<file path="src/rtl/display_control_if.sv">
// Signal bundle between the bike computer's measurement/timekeeping blocks,
// the display controller and the LCD segment driver.
interface display_control_if;
  logic        half_sec_pulse;
  logic        sec_pulse;
  logic        mode;
  logic [6:0]  max_speed;
  logic [6:0]  speed;
  logic [13:0] distance;
  logic [9:0]  avg_speed;
  logic [18:0] HMS_time;

  logic        DAY;
  logic        AVS;
  logic        MAX;
  logic        TIM;
  logic        col;
  logic        point;
  logic [7:0]  lower1000;
  logic [7:0]  lower0100;
  logic [7:0]  lower0010;
  logic [7:0]  lower0001;
  logic [7:0]  upper10;
  logic [7:0]  upper01;

  modport slave (
    input  half_sec_pulse, sec_pulse, mode, max_speed, speed, distance, avg_speed, HMS_time,
    output DAY, AVS, MAX, TIM, col, point,
    output lower1000, lower0100, lower0010, lower0001, upper10, upper01
  );

  modport master (
    output half_sec_pulse, sec_pulse, mode, max_speed, speed, distance, avg_speed, HMS_time,
    input  DAY, AVS, MAX, TIM, col, point,
    input  lower1000, lower0100, lower0010, lower0001, upper10, upper01
  );
endinterface

</file>
<file path="src/rtl/display_control.sv">
// Bike computer display controller: mode FSM, saturation, BCD conversion and
// 7-segment encoding for the 2-digit speed field and the 4-digit lower field.
module display_control (
  input  logic          clock,
  input  logic          reset,
  display_control_if.slave bus
);

  typedef enum logic [1:0] {
    S_DAY = 2'd0,
    S_AVS = 2'd1,
    S_MAX = 2'd2,
    S_TIM = 2'd3
  } state_e;

  typedef struct packed {
    logic       day;
    logic       avs;
    logic       max;
    logic       tim;
    logic       col;
    logic       point;
    logic [7:0] l1000;
    logic [7:0] l0100;
    logic [7:0] l0010;
    logic [7:0] l0001;
    logic [7:0] u10;
    logic [7:0] u01;
  } disp_t;

  localparam disp_t DISP_RESET = '{day: 1'b1, default: '0};

  function automatic logic [7:0] seg7(input logic [3:0] d);
    case (d)
      4'd0:    seg7 = 8'h3F;
      4'd1:    seg7 = 8'h06;
      4'd2:    seg7 = 8'h5B;
      4'd3:    seg7 = 8'h4F;
      4'd4:    seg7 = 8'h66;
      4'd5:    seg7 = 8'h6D;
      4'd6:    seg7 = 8'h7D;
      4'd7:    seg7 = 8'h07;
      4'd8:    seg7 = 8'h7F;
      4'd9:    seg7 = 8'h6F;
      default: seg7 = 8'h00;
    endcase
  endfunction

  // Shift-add-3 conversion of a value below 1_000_000 into six BCD digits.
  function automatic logic [23:0] bin2bcd(input logic [19:0] v);
    logic [23:0] bcd;
    bcd = '0;
    for (int i = 19; i >= 0; i--) begin
      for (int n = 0; n < 6; n++) begin
        if (bcd[n*4 +: 4] >= 4'd5) bcd[n*4 +: 4] = bcd[n*4 +: 4] + 4'd3;
      end
      bcd = {bcd[22:0], v[i]};
    end
    return bcd;
  endfunction

  state_e      r_state;
  logic        r_mode_d;
  disp_t       r_disp;

  state_e      w_next_state;
  logic        w_press;
  disp_t       w_disp;

  logic [6:0]  w_spd_sat;
  logic [13:0] w_dist_sat;
  logic [9:0]  w_avg_sat;
  logic [6:0]  w_max_sat;
  logic [6:0]  w_hrs_sat;
  logic [5:0]  w_min_sat;
  logic [5:0]  w_sec_sat;
  logic [13:0] w_tim_val;
  logic [13:0] w_lower_val;
  logic [19:0] w_bin;
  logic [23:0] w_bcd;

  assign w_press    = bus.mode & ~r_mode_d;

  assign w_spd_sat  = (bus.speed > 7'd99)         ? 7'd99     : bus.speed;
  assign w_dist_sat = (bus.distance > 14'd9999)   ? 14'd9999  : bus.distance;
  assign w_avg_sat  = (bus.avg_speed > 10'd999)   ? 10'd999   : bus.avg_speed;
  assign w_max_sat  = (bus.max_speed > 7'd99)     ? 7'd99     : bus.max_speed;
  assign w_hrs_sat  = (bus.HMS_time[18:12] > 7'd99) ? 7'd99   : bus.HMS_time[18:12];
  assign w_min_sat  = (bus.HMS_time[11:6] > 6'd59)  ? 6'd59   : bus.HMS_time[11:6];
  assign w_sec_sat  = (bus.HMS_time[5:0] > 6'd59)   ? 6'd59   : bus.HMS_time[5:0];

  // Two 2-digit time fields are packed as left*100+right so one conversion yields both.
  assign w_tim_val = (w_hrs_sat != 7'd0)
                   ? ({7'd0, w_hrs_sat} * 14'd100 + {8'd0, w_min_sat})
                   : ({8'd0, w_min_sat} * 14'd100 + {8'd0, w_sec_sat});

  // NOTE: every always_comb output gets a default first so no path can infer a latch.
  always_comb begin
    w_next_state = r_state;
    if (w_press) begin
      unique case (r_state)
        S_DAY: w_next_state = S_AVS;
        S_AVS: w_next_state = S_MAX;
        S_MAX: w_next_state = S_TIM;
        S_TIM: w_next_state = S_DAY;
      endcase
    end
  end

  always_comb begin
    w_lower_val = w_dist_sat;
    unique case (w_next_state)
      S_DAY: w_lower_val = w_dist_sat;
      S_AVS: w_lower_val = {4'd0, w_avg_sat};
      S_MAX: w_lower_val = {7'd0, w_max_sat};
      S_TIM: w_lower_val = w_tim_val;
    endcase
  end

  // Speed occupies the top two decimal digits, the lower field the bottom four.
  assign w_bin = {13'd0, w_spd_sat} * 20'd10000 + {6'd0, w_lower_val};
  assign w_bcd = bin2bcd(w_bin);

  always_comb begin
    w_disp       = '0;
    w_disp.day   = (w_next_state == S_DAY);
    w_disp.avs   = (w_next_state == S_AVS);
    w_disp.max   = (w_next_state == S_MAX);
    w_disp.tim   = (w_next_state == S_TIM);
    w_disp.u10   = (w_bcd[23:20] == 4'd0) ? 8'h00 : seg7(w_bcd[23:20]);
    w_disp.u01   = seg7(w_bcd[19:16]);
    w_disp.l0001 = seg7(w_bcd[3:0]);
    unique case (w_next_state)
      S_DAY: begin
        w_disp.point = 1'b1;
        w_disp.l1000 = (w_bcd[15:12] == 4'd0) ? 8'h00 : seg7(w_bcd[15:12]);
        w_disp.l0100 = (w_bcd[15:8] == 8'd0)  ? 8'h00 : seg7(w_bcd[11:8]);
        w_disp.l0010 = seg7(w_bcd[7:4]);
      end
      S_AVS: begin
        w_disp.point = 1'b1;
        w_disp.l0100 = (w_bcd[11:8] == 4'd0) ? 8'h00 : seg7(w_bcd[11:8]);
        w_disp.l0010 = seg7(w_bcd[7:4]);
      end
      S_MAX: begin
        w_disp.l0010 = (w_bcd[7:4] == 4'd0) ? 8'h00 : seg7(w_bcd[7:4]);
      end
      S_TIM: begin
        w_disp.l1000 = seg7(w_bcd[15:12]);
        w_disp.l0100 = seg7(w_bcd[11:8]);
        w_disp.l0010 = seg7(w_bcd[7:4]);
      end
    endcase

    // Colon: high on TIM entry, sec_pulse beats half_sec_pulse, otherwise toggle/hold.
    if (w_next_state != S_TIM)   w_disp.col = 1'b0;
    else if (r_state != S_TIM)   w_disp.col = 1'b1;
    else if (bus.sec_pulse)      w_disp.col = 1'b1;
    else if (bus.half_sec_pulse) w_disp.col = ~r_disp.col;
    else                         w_disp.col = r_disp.col;
  end

  // NOTE: state is updated with non-blocking assignments so every register samples pre-edge values.
  always_ff @(posedge clock) begin
    // mode_d follows the button even in reset so a press held across reset is not counted.
    r_mode_d <= bus.mode;
    if (!reset) begin
      r_state <= S_DAY;
      r_disp  <= DISP_RESET;
    end else begin
      r_state <= w_next_state;
      r_disp  <= w_disp;
    end
  end

  assign bus.DAY       = r_disp.day;
  assign bus.AVS       = r_disp.avs;
  assign bus.MAX       = r_disp.max;
  assign bus.TIM       = r_disp.tim;
  assign bus.col       = r_disp.col;
  assign bus.point     = r_disp.point;
  assign bus.lower1000 = r_disp.l1000;
  assign bus.lower0100 = r_disp.l0100;
  assign bus.lower0010 = r_disp.l0010;
  assign bus.lower0001 = r_disp.l0001;
  assign bus.upper10   = r_disp.u10;
  assign bus.upper01   = r_disp.u01;

endmodule

</file>
<file path="src/flat_wrapper.sv">
// flat-port wrapper written by rule: the top's interface ports become plain ports
module display_control_flat 
  (clock, reset, bus_half_sec_pulse, bus_sec_pulse, bus_mode, bus_max_speed, bus_speed, bus_distance, bus_avg_speed, bus_HMS_time, bus_DAY, bus_AVS, bus_MAX, bus_TIM, bus_col, bus_point, bus_lower1000, bus_lower0100, bus_lower0010, bus_lower0001, bus_upper10, bus_upper01);
  display_control_if bus_i ();
  input  logic clock;
  input  logic reset;
  input wire logic [$bits(bus_i.half_sec_pulse)-1:0] bus_half_sec_pulse;
  input wire logic [$bits(bus_i.sec_pulse)-1:0] bus_sec_pulse;
  input wire logic [$bits(bus_i.mode)-1:0] bus_mode;
  input wire logic [$bits(bus_i.max_speed)-1:0] bus_max_speed;
  input wire logic [$bits(bus_i.speed)-1:0] bus_speed;
  input wire logic [$bits(bus_i.distance)-1:0] bus_distance;
  input wire logic [$bits(bus_i.avg_speed)-1:0] bus_avg_speed;
  input wire logic [$bits(bus_i.HMS_time)-1:0] bus_HMS_time;
  output wire logic [$bits(bus_i.DAY)-1:0] bus_DAY;
  output wire logic [$bits(bus_i.AVS)-1:0] bus_AVS;
  output wire logic [$bits(bus_i.MAX)-1:0] bus_MAX;
  output wire logic [$bits(bus_i.TIM)-1:0] bus_TIM;
  output wire logic [$bits(bus_i.col)-1:0] bus_col;
  output wire logic [$bits(bus_i.point)-1:0] bus_point;
  output wire logic [$bits(bus_i.lower1000)-1:0] bus_lower1000;
  output wire logic [$bits(bus_i.lower0100)-1:0] bus_lower0100;
  output wire logic [$bits(bus_i.lower0010)-1:0] bus_lower0010;
  output wire logic [$bits(bus_i.lower0001)-1:0] bus_lower0001;
  output wire logic [$bits(bus_i.upper10)-1:0] bus_upper10;
  output wire logic [$bits(bus_i.upper01)-1:0] bus_upper01;
  assign bus_i.half_sec_pulse = bus_half_sec_pulse;
  assign bus_i.sec_pulse = bus_sec_pulse;
  assign bus_i.mode = bus_mode;
  assign bus_i.max_speed = bus_max_speed;
  assign bus_i.speed = bus_speed;
  assign bus_i.distance = bus_distance;
  assign bus_i.avg_speed = bus_avg_speed;
  assign bus_i.HMS_time = bus_HMS_time;
  assign bus_DAY = bus_i.DAY;
  assign bus_AVS = bus_i.AVS;
  assign bus_MAX = bus_i.MAX;
  assign bus_TIM = bus_i.TIM;
  assign bus_col = bus_i.col;
  assign bus_point = bus_i.point;
  assign bus_lower1000 = bus_i.lower1000;
  assign bus_lower0100 = bus_i.lower0100;
  assign bus_lower0010 = bus_i.lower0010;
  assign bus_lower0001 = bus_i.lower0001;
  assign bus_upper10 = bus_i.upper10;
  assign bus_upper01 = bus_i.upper01;
  display_control u_core (.clock(clock), .reset(reset), .bus(bus_i));
endmodule
</file>
<file path="config.mk">
export PLATFORM = sky130hd
export DESIGN_NAME = display_control_flat
export DESIGN_NICKNAME = d
export VERILOG_FILES = /design/src/rtl/display_control_if.sv /design/src/rtl/display_control.sv /design/src/flat_wrapper.sv
export SDC_FILE = /design/constraint.sdc
export NUM_CORES = 1
export LEC_CHECK = 0
export CAP_MARGIN = 20
export CORE_ASPECT_RATIO = 0.6
export CORE_UTILIZATION = 30
export CTS_BUF_LIST = sky130_fd_sc_hd__clkbuf_16
export CTS_CLUSTER_DIAMETER = 30
export DETAILED_ROUTE_END_ITERATION = 8
export HOLD_SLACK_MARGIN = 0.12
export PLACE_DENSITY = 0.53
export SETUP_SLACK_MARGIN = 0.1
export SYNTH_ARGS = -nofsm -noshare
export SYNTH_HDL_FRONTEND = slang
export SYNTH_SLANG_ARGS = --single-unit
</file>
<file path="constraint.sdc">
create_clock -name clock -period 27.5 [get_ports clock]
set_input_delay 4.125 -clock clock [delete_from_list [all_inputs] [get_ports clock]]
set_output_delay 4.125 -clock clock [all_outputs]
set_load 0.1 [all_outputs]
</file>
* Yosys cells after proc, flatten, opt, wreduce, memory -nomap -nowiden
Memory sizes are Yosys's and may differ from the RTL's. A register that Yosys moved wholly into a read port is not among the register bits.
Cells that the tools add are included.
** Storage, ports and cells
- Register bits :: 57
- Bits in latches :: 0
- Bits in writable memories :: 0
- ROM bits :: 1344
- Bits of input ports :: 62
- Output and inout port bits :: 54
- Word-level logic and storage cells :: 258
- Memories kept :: 12
** Memories
- (name not given) :: words 16, width 7, rd ports 1, clocked after memory_dff 1, wr ports 0, line display_control.sv:34 : case (d)
- (name not given) :: words 16, width 7, rd ports 1, clocked after memory_dff 1, wr ports 0, line display_control.sv:34
- (name not given) :: words 16, width 7, rd ports 1, clocked after memory_dff 1, wr ports 0, line display_control.sv:34
- (name not given) :: words 16, width 7, rd ports 1, clocked after memory_dff 0, wr ports 0, line display_control.sv:34
- (name not given) :: words 16, width 7, rd ports 1, clocked after memory_dff 0, wr ports 0, line display_control.sv:34
- (name not given) :: words 16, width 7, rd ports 1, clocked after memory_dff 0, wr ports 0, line display_control.sv:34
- +6 memories
** Operators by class
- Add/subtract/negate cells :: 60
- Multiply operators :: 3
- Div/mod/pow operators :: 0
- Order comparisons :: 64
- Equal/unequal tests :: 8
- Shift-type cells :: 0
- Mux-type cells :: 79
- Bitwise operators :: 4
- Reductions and logical operators :: 14
** Operators with widths (count)
- $mux 4 :: 55
- $ge 4x3->1 const B :: 51
- $add 4x2->4 const B :: 50
- $pmux 14 s4 :: 1
- $mux 8 :: 4
- $pmux 8 s4 :: 1
- $mux 14 :: 2
- $pmux 8 s3 :: 1
- $gt 7x7->1 const B :: 3
- $mux 7 :: 3
- $add 20x14->20 :: 1
- $add 3x2->4 const B :: 5
- $ge 3x3->1 const B :: 6
- $logic_not 4->1 :: 4
- $mul 7x10->16 const B :: 1
- $pmux 8 s2 :: 1
- $add 13x6->14 :: 1
- $add 14x6->14 :: 1
- $gt 14x14->1 const B :: 1
- $gt 6x6->1 const B :: 2
- $mul 7x5->12 const B :: 1
- $mux 6 :: 2
- $mul 6x5->11 const B :: 1
- $gt 10x10->1 const B :: 1
- 17 further kinds :: 33

* Logic depth before layout (Yosys ltp)
Gate-level depths: netlist of run 1.
- Depth in word-level cells :: 44
- Gate-level depth with buffers :: 119
- Mapped depth without buffers :: 117

* Least setup slack after synthesis of run 1
Ideal clock, no wire load.
- Path type :: input-to-reg
- Start :: input port bus_HMS_time[16]
- End :: register u_core.r_disp (netlist bit u_core.bus.lower0100[0])
- Library setup time :: 140 ps
- Arrival :: 24953 ps
- Required time :: 27360 ps
- Setup slack :: 2407 ps
- Cell stages on the path :: 110
- Buffers on the path :: 3
- Cells stage by stage :: nor3_1 > nor2_1 > nor2_1 > inv_1 > ha_1 > ha_1 > inv_1 > fa_1 > inv_1 > ha_1 > a21oi_1 > o21bai_1 > a21oi_1 > xnor2_1 > and3_1 > nand3_1 > xor2_1 > xnor2_1 > [74 not listed] > nand2b_1 > nand2_1 > nor2_1 > a311oi_2 > xnor2_1 > ha_1 > nor2b_1 > o21ai_4 > xnor2_1 > ha_1 > nor2b_1 > nor2_1 > a211oi_4 > xnor2_1 > ha_1 > a41oi_4 > o41ai_4 > a211oi_1
** On the way
- Word-level cells in the longest chain between the ends :: 44
- Elaborated cells between the ends (all ways) :: 163
- Those cells by class :: add/sub (51); mul (1); order compare (50); mux (55); reduce/logical (3); memory (3)
** Ends and longest elaborated chain
- start, declared :: line flat_wrapper.sv:14 : input wire logic [$bits(bus_i.HMS_time)-1:0] bus_HMS_time;
- $gt 7x7->1 :: line display_control.sv:88 : assign w_hrs_sat = (bus.HMS_time[18:12] > 7'd99) ? 7'd99 : bus.HMS_time[18:12];
- $mux 7 (*) :: line display_control.sv:88
- $mul 7x5->12 :: line display_control.sv:94 : ? ({7'd0, w_hrs_sat} * 14'd100 + {8'd0, w_min_sat})
- $add 14x6->14 :: line display_control.sv:94
- $mux 14 (*) :: line display_control.sv:94
- $pmux 14 s4 (*) :: line display_control.sv:112 : unique case (w_next_state)
- $add 20x14->20 (*) :: line display_control.sv:121 : assign w_bin = {13'd0, w_spd_sat} * 20'd10000 + {6'd0, w_lower_val};
- $add 3x2->4 or $ge 3x3->1 (tied branches) :: line display_control.sv:55 : if (bcd[n*4 +: 4] >= 4'd5) bcd[n*4 +: 4] = bcd[n*4 +: 4] + 4'd3;
- [28 not listed]
- $mux 4 :: line display_control.sv:55
- $add 4x2->4 or $ge 4x3->1 (tied branches) :: line display_control.sv:55
- $mux 4 :: line display_control.sv:55
- $add 4x2->4 or $ge 4x3->1 (tied branches) :: line display_control.sv:55
- $mux 4 :: line display_control.sv:55
- $mem_v2 16x7, or another cell as far along
- $mux 8 (on tied branches) :: line display_control.sv:142, display_control.sv:137
- $pmux 8 s3 (*) :: line display_control.sv:133 : unique case (w_next_state)
- end signal, assigned :: line display_control.sv:172 : r_disp <= w_disp;
- end, declared :: line display_control.sv:64 : disp_t r_disp;
Mark *: on every way between the ends. The rest lies on a longest branch, timed or not.
A chain may end at the register's enable or synchronous reset.

* Final worst setup path of run 1
- Start :: input port bus_HMS_time[17]
- End :: register u_core.r_disp (netlist bit u_core.bus.lower0100[2])
The elaborated chain is that of the path after synthesis.

==> results.txt, run 1 <==
The total CTS buffers came out at 5. The count of endpoints failing hold in the final timing report is 0. The aggregate routed wire length came out at 42080 um. The required arrival time at the worst endpoint came out at 27.70 ns. The total number of H-tree levels came out at 2. The number of buffer cells added on primary ports is 109. The number of synthesized register bits is 51.

On the final layout, the worst clock skew is 0.005500 ns. The total number of vias came out at 15240. Yosys printed 0 warnings. Clock tree synthesis found a total of 51 sinks. In this run, synthesis inferred 0 flip-flops with an integrated enable. The worst path in the final design needs a cycle of 25.87 ns, including I/O delays and setup.

The area of the core region is 0.04982 mm2. Clock latency on the worst-skew pair, taken at its later pin, is 0.30 ns. After synthesis the cells add up to 0.01530 mm2. The number of library cell types mapped by synthesis came out at 139. The layout filler cell count came out at 5199. The detailed-router iteration count before antenna repair came out at 6. Clock-pin slew was measured on the worst setup and hold paths at 0.06 ns. The clock root buffer is sky130_fd_sc_hd__clkbuf_16.

The maximum clock path buffer count came out at 2. The placed cell area is 0.01728 mm2. The biggest area contributor in the post-synthesis netlist is sky130_fd_sc_hd__ha_1. The setup-violating endpoint count in the final report came out at 0. The floorplan step set the die height to 176.9 um. The critical path in this run is classified as in2reg.

Once layout is complete, the cells apart from fillers number 2793. 116 I/O pins were placed. The slew of the pin with the lowest slew margin is 0.9949 ns. The placed cell count came out at 2774. Of all flip-flops after synthesis, the portion carrying an async set or reset was 0%. Of all nets on the critical path, the largest fanout is 12. Relative to the synthesized area, the layout overhead comes to 16.46%. Among the stages of the critical path, the cell type that occurs most often is sky130_fd_sc_hd__ha_1. The horizontal die dimension is 293.6 um. The HPWL after detailed placement is 34980 um. The max-slew headroom at the worst pin is 33.36%. The worst slack after detailed placement is -0.1372 ns. The startpoint identified for the worst hold timing path is u_core.bus.col$_SDFFE_PP0P_. For the worst setup path, the data arrival time is 26.07 ns. STA classifies the critical path startpoint as an input pin.

For this design, the slowest cell found on the critical path is sky130_fd_sc_hd__clkdlybuf4s50_1. In this run the core area contains 63 standard-cell rows. The number of global-route vias before repair is 13730. The launching point of the worst reg2reg path is u_core.r_state[1]$_SDFF_PN0_. The delay of the slowest critical-path stage is 0.58 ns. The post-detailed-route DRC marker count is 0. The initial antenna violation count came to 0. The pin count of the biggest net entering global routing is 21. Global routing finished with a remaining overflow of 0.

Tracing the worst setup path back leads to its startpoint at bus_HMS_time[17]. The placer's final routability congestion estimate is 0.9125. The initial utilization of the core area, before any placement, comes to 30.71%.

The worst setup slack for register-to-register paths is 6.86 ns. The min-delay analysis places its worst path in the category reg2reg. The share of Yosys cell area claimed by the top area cell type came out at 18.32%. The count of max-cap constraint violations came out at 0.

The most used flip-flop cell after synthesis is sky130_fd_sc_hd__dfxtp_1. Sorting the synthesized cells by area gives the leading types as sky130_fd_sc_hd__ha_1 18%, sky130_fd_sc_hd__dfxtp_1 6.7%, sky130_fd_sc_hd__a21oi_1 4.5%. The sequential area share after synthesis came out at 6.673%.

Leaving out fill and tap cells, the most frequent cells in the layout are 219 x sky130_fd_sc_hd__ha_1, 158 x sky130_fd_sc_hd__inv_1, 144 x sky130_fd_sc_hd__nor2_1, 130 x sky130_fd_sc_hd__a21oi_1, 129 x sky130_fd_sc_hd__nand2_1. The cell count after synthesis came out at 1997. The global-route usage over all layers is 15.63%. At the end of the flow, the number of nets in the layout was 2410. The run finished with clean final reports.

The final antenna-violating net count came out at 0. The worst setup path is captured at a flop. The library cell used most frequently in the layout, excluding fill and tap cells, is sky130_fd_sc_hd__ha_1.

The routed length per instance came out at 15.07 um. After detailed routing, the number of vias per cell comes to 5.455. The mean instance size in the synthesized netlist is 7.662 um2. Summed over all failing endpoints, the final setup total negative slack is 0 ns.

The total inserted antenna cells came out at 0. The final clock period utilization by the worst path is 94.09%. The first global-routing pass estimated 68740 um of wire.

The worst setup slack after layout came out at 1.625 ns. The floorplan step defined a die boundary enclosing 0.05194 mm2. TritonCTS built the clock tree. The number of violations reported at the end of detailed-routing iteration 0 came out at 1007. The final max-slew violation count was 0. The fmax is 38.65 MHz.

The share of final-layout standard cells stronger than drive strength 1 came out at 13.60%. Once layout is done, the placed cells without fillers occupy 0.01782 mm2.
[cell families (layout without fill, tap and decap cells)]
| group | Yosys count | in the layout | synth area share (%) |
|---|---|---|---|
| AO/OA/AOI/OAI | 667 | 667 | 33.07 |
| XOR/XNOR | 92 | 92 | 6.313 |
| adder cells (fa/ha/maj) | 239 | 239 | 20.21 |
| buffers and inverters | 239 | 348 | 6.288 |
| flip-flops | 51 | 51 | 6.673 |
| multiplexers | 83 | 83 | 6.027 |
| other | 1 | 6 | 0.02451 |
| AND/OR/NAND/NOR | 625 | 625 | 21.39 |
[final cells by class]
| type | count | area, um2 | area share (%) |
|---|---|---|---|
| clock buffer | 5 | 125.1 | 0.7021 |
| clock inverter | 3 | 38.79 | 0.2177 |
| inverter | 180 | 676.9 | 3.799 |
| multi-input combinational | 1712 | 13630 | 76.49 |
| sequential | 51 | 1021 | 5.730 |
| tap | 682 | 853.3 | 4.789 |
| timing repair buffer | 160 | 1474 | 8.271 |
[metrics by stage]
step	util [%]	hold WS [ns]
after floorplan	-	0.5903
after global placement	34.68	0.5914
after detailed placement	34.68	0.6065
after CTS	35.01	0.6213
after global routing	35.77	0.6880
final	35.77	0.6132
[critical path, delay by kind of cell]
kind / cells / cell delay, ns
buffers and inverters: 14 / 2.14
AOI/OAI and AO/OA: 32 / 6.58
and+or+nand+nor: 37 / 6.38
adders and majority gates: 17 / 4.51
xor gates and xnor gates: 9 / 1.66
muxes: 2 / 0.64
[what timing repair did]
| item | in CTS | in global routing |
|---|---|---|
| buffers inserted | 0 | 11 |
| hold buffers | 0 | 0 |
| hold endpoints to repair | 0 | 0 |
| setup endpoints to repair | 0 | 42 |
| resized for setup | 0 | 61 |
[cells in the mapped netlist (11+ instances only)]
master and n:
sky130_fd_sc_hd__o211ai_1 42, sky130_fd_sc_hd__mux2i_1 42, sky130_fd_sc_hd__and2_1 35, sky130_fd_sc_hd__xnor2_1 50, sky130_fd_sc_hd__dfxtp_1 51, sky130_fd_sc_hd__fa_1 14, sky130_fd_sc_hd__or2_2 14, sky130_fd_sc_hd__o22ai_1 11
sky130_fd_sc_hd__o21a_1 23, sky130_fd_sc_hd__nand2_1 129, sky130_fd_sc_hd__a211o_1 20, sky130_fd_sc_hd__o21ai_1 24, sky130_fd_sc_hd__mux2_2 26, sky130_fd_sc_hd__nor3_1 36, sky130_fd_sc_hd__nor2b_1 30, sky130_fd_sc_hd__a22oi_1 12
sky130_fd_sc_hd__nor2_1 147, sky130_fd_sc_hd__a21oi_1 137, sky130_fd_sc_hd__and3_1 18, sky130_fd_sc_hd__nand3b_1 11, sky130_fd_sc_hd__inv_1 160, sky130_fd_sc_hd__nand3_1 64, sky130_fd_sc_hd__nand2b_1 41, sky130_fd_sc_hd__ha_1 224
sky130_fd_sc_hd__inv_2 17, sky130_fd_sc_hd__a21o_1 31, sky130_fd_sc_hd__nand4_1 22, sky130_fd_sc_hd__or3_1 12, sky130_fd_sc_hd__a31oi_1 24, sky130_fd_sc_hd__xor2_1 27, sky130_fd_sc_hd__a211oi_1 40, sky130_fd_sc_hd__o21ai_0 74
sky130_fd_sc_hd__clkbuf_1 39, sky130_fd_sc_hd__o21bai_1 12
[sequential cells by signal (all words and copies together) (netlist names)]
signal and count:
u_core.bus.lower0010 7, u_core.bus.col 1, u_core.bus.DAY 1, u_core.bus.TIM 1
u_core.bus.MAX 1, u_core.r_mode_d 1, u_core.bus.lower1000 7, u_core.bus.lower0100 7
u_core.bus.point 1, u_core.r_state 2, u_core.bus.upper01 7, u_core.bus.AVS 1
u_core.bus.upper10 7, u_core.bus.lower0001 7
[worst paths after layout]
path	depth (start not counted)	endpoint
worst max register to register	101	u_core.bus.lower0100[2]$_SDFF_PN0_
worst min register to register	2	u_core.bus.col$_SDFFE_PP0P_
worst max-delay path	111	u_core.bus.lower0100[2]$_SDFF_PN0_
worst min-delay path	2	u_core.bus.col$_SDFFE_PP0P_
[layer usage]
metal	track usage, %	share of wire, %
met5	0	0
met4	2.127	1.2
met3	1.971	5.3
met2	22.88	41
met1	24.32	53
Power of run 1 is left out: the tool's default activity adds up to more than one toggle a clock period on the data nets, which glitch-free logic cannot reach.
==> inputs of run 2 (changes only) <==
- SKIP_CTS_REPAIR_TIMING: not set -> 1
- clock period: 27.5 -> 33.1 ns (I/O delays scaled with it)
==> results.txt, run 2 (same netlist as run 1, synthesis figures left out) <==
The run finished with clean final reports. The insertion delay to the later sink of the worst-skew pair is 0.30 ns (about the same). The clock-pin slew on the worst setup and hold paths came to 0.06 ns (about the same). The total number of H-tree levels is 2 (unchanged). CTS placed an instance of sky130_fd_sc_hd__clkbuf_16 at the clock tree root. The maximum fanout encountered on the critical timing path came out at 17 (+5). The required arrival time at the worst endpoint came out at 33.26 ns (+5.56 ns). The area of combinational cells with multiple inputs came to 0.01334 mm2 (-2.2%).

The number of buffer cells added on primary ports was 109 (unchanged). In the layout the commonest cells are 224 x sky130_fd_sc_hd__ha_1, 160 x sky130_fd_sc_hd__inv_1, 147 x sky130_fd_sc_hd__nor2_1, 137 x sky130_fd_sc_hd__a21oi_1, 129 x sky130_fd_sc_hd__nand2_1. The worst-case clock skew came out at 0.008742 ns (+0.003242 ns). The die outline area came out at 0.05194 mm2 (unchanged). The count of endpoints failing hold in the final timing report came to 0 (unchanged). The final clock period utilization by the worst path is 90.03%. The slew of the pin with the lowest slew margin came out at 1.075 ns (+0.08022 ns). The routed length per instance came out at 14.82 um (-1.6%). The aggregate routed wire length came out at 40800 um (-3.0%).

The combined flip-flop and latch cell area is 0.001021 mm2 (unchanged). The setup-violating endpoint count in the final report is 0 (unchanged). The number of placed I/O pins is 116 (unchanged). The layout filler cell count came out at 5205 (+0.12%). The final design utilization came out at 34.59% (-1.2 points).

TritonCTS built the clock tree. The total CTS buffers is 5 (unchanged). The initial standard-cell utilization of the core is 30.71% (unchanged).

The buffers plus inverters on the worst setup path is 8 (-6). The number of violations reported at the end of detailed-routing iteration 0 was 968 (-3.9%). The remaining global-route overflow came out at 0 (unchanged). The first-pass GRT wire length was 67480 um (-1.8%). The worst setup path is launched from an input pin. The global-route usage over all layers is 15.24% (-0.39 points). Static timing analysis puts the maximum clock frequency at 33.56 MHz. The detailed-router iteration count before antenna repair came out at 5 (-1). The area of the core region is 0.04982 mm2 (unchanged). The total inserted antenna cells is 0 (unchanged). The setup TNS after final layout is 0 ns (unchanged).

The minimum period implied by the final worst setup slack came out at 29.80 ns. STA classifies the critical path endpoint as a flop. The total number of vias came to 15000 (-1.5%). The layout-stage area growth over the synthesis result came out at 12.62%. The placer's final routability congestion estimate came out at 0.9110 (-0.16%). The final max-slew violation count came out at 0 (unchanged). The library cell used most frequently in the layout, excluding fill and tap cells, is sky130_fd_sc_hd__ha_1. The count of max-cap constraint violations is 0 (unchanged).

The data arrival time of the critical path is 29.96 ns (+3.89 ns). The maximum clock path buffer count is 2 (unchanged). The max-slew headroom at the worst pin is 27.99% (-5.4 points). The site row count came to 63 (unchanged).

The delay of the slowest critical-path stage is 0.69 ns (+0.11 ns). The slowest stage cell on the critical path is sky130_fd_sc_hd__a311oi_1. Grouping stages by cell kind, the critical path spends the most delay in simple AND/OR/NAND/NOR gates. The final antenna-violating net count was 0 (unchanged). By instance count, the cell type seen most on the critical path is sky130_fd_sc_hd__ha_1. The average vias per placed instance is 5.449 (-0.11%). The share of final-layout standard cells stronger than drive strength 1 is 9.416% (-4.2 points). The post-detailed-route DRC marker count came out at 0 (unchanged).

Setup repair after global routing left no endpoint under its margin. The number of clock sinks came out at 51 (unchanged). The final-stage net count is 2371 (-1.6%). The tightest min-delay check is of the reg2reg type. The pin count of the biggest net entering global routing is 21 (unchanged). The horizontal die dimension came out at 293.6 um (unchanged).

The height of the die is 176.9 um (unchanged). The initial antenna violation count came out at 0 (unchanged). The HPWL after detailed placement is 34070 um (-2.6%). The critical path is of the in2reg type. The number of global-route vias before repair is 13720 (-0.080%).
run 2: cell types whose count changed in the layout (fill, tap and decap cells not counted), moves of 4 or more:
cell,delta
sky130_fd_sc_hd__a21oi_1,+7
sky130_fd_sc_hd__xor2_2,-4
sky130_fd_sc_hd__mux2i_1,+5
sky130_fd_sc_hd__xnor2_2,-7
sky130_fd_sc_hd__ha_2,-4
sky130_fd_sc_hd__mux2i_2,-5
sky130_fd_sc_hd__a21oi_2,-6
sky130_fd_sc_hd__xnor2_1,+9
sky130_fd_sc_hd__ha_1,+5
sky130_fd_sc_hd__xor2_1,+4
sky130_fd_sc_hd__buf_4,-39
run 2: per-stage QoR:
step / instances / setup WS, ns / hold slack (ns) / area [um2]
5_1_grt: 2753 / 1.046 / 0.6930 / 17230
2_1_floorplan: 2002 / 7.167 / 0.5903 / 15320
3_3_place_gp: 2745 / 4.468 / 0.5904 / 17060
6_report: 2753 / 3.300 / 0.6295 / 17230
4_1_cts: 2752 / 3.541 / 0.6341 / 17220
3_5_place_dp: 2745 / 3.323 / 0.6218 / 17060
run 2: routing by layer:
metal	wire length [um]	GRT usage (%)	up-vias
met4	293	1.671	0
li1	-	-	7614
met3	2019	1.858	20
met5	0	0	-
met1	21840	23.67	6992
met2	16650	22.60	374
run 2: cell type report:
type                            instances  share of cell area, %
Sequential cell                        51                  5.925
Timing Repair Buffer                  121                  6.854
Clock buffer                            5                 0.7261
Inverter                              180                  3.928
Tap cell                              682                  4.952
Clock inverter                          2                 0.2178
Multi-Input combinational cell       1712                  77.40
run 2: worst paths after layout:
kind | from | cells past startpoint | end | slack [ns]
setup / recovery | bus_HMS_time[17] | 108 | u_core.bus.lower0100[0]$_SDFF_PN0_ | 3.30
hold / removal | u_core.bus.col$_SDFFE_PP0P_ | 2 | u_core.bus.col$_SDFFE_PP0P_ | 0.63
setup reg to reg | u_core.r_state[1]$_SDFF_PN0_ | 95 | u_core.bus.lower0100[0]$_SDFF_PN0_ | 9.37
hold reg to reg | u_core.bus.col$_SDFFE_PP0P_ | 2 | u_core.bus.col$_SDFFE_PP0P_ | 0.63
run 2: worst min-delay path, cell delays in order (launching register included):
cell                      delay [ns]
sky130_fd_sc_hd__dfxtp_1        0.32
sky130_fd_sc_hd__xor2_1         0.15
sky130_fd_sc_hd__o31a_1         0.13
Power of run 2 is left out for the same reason.
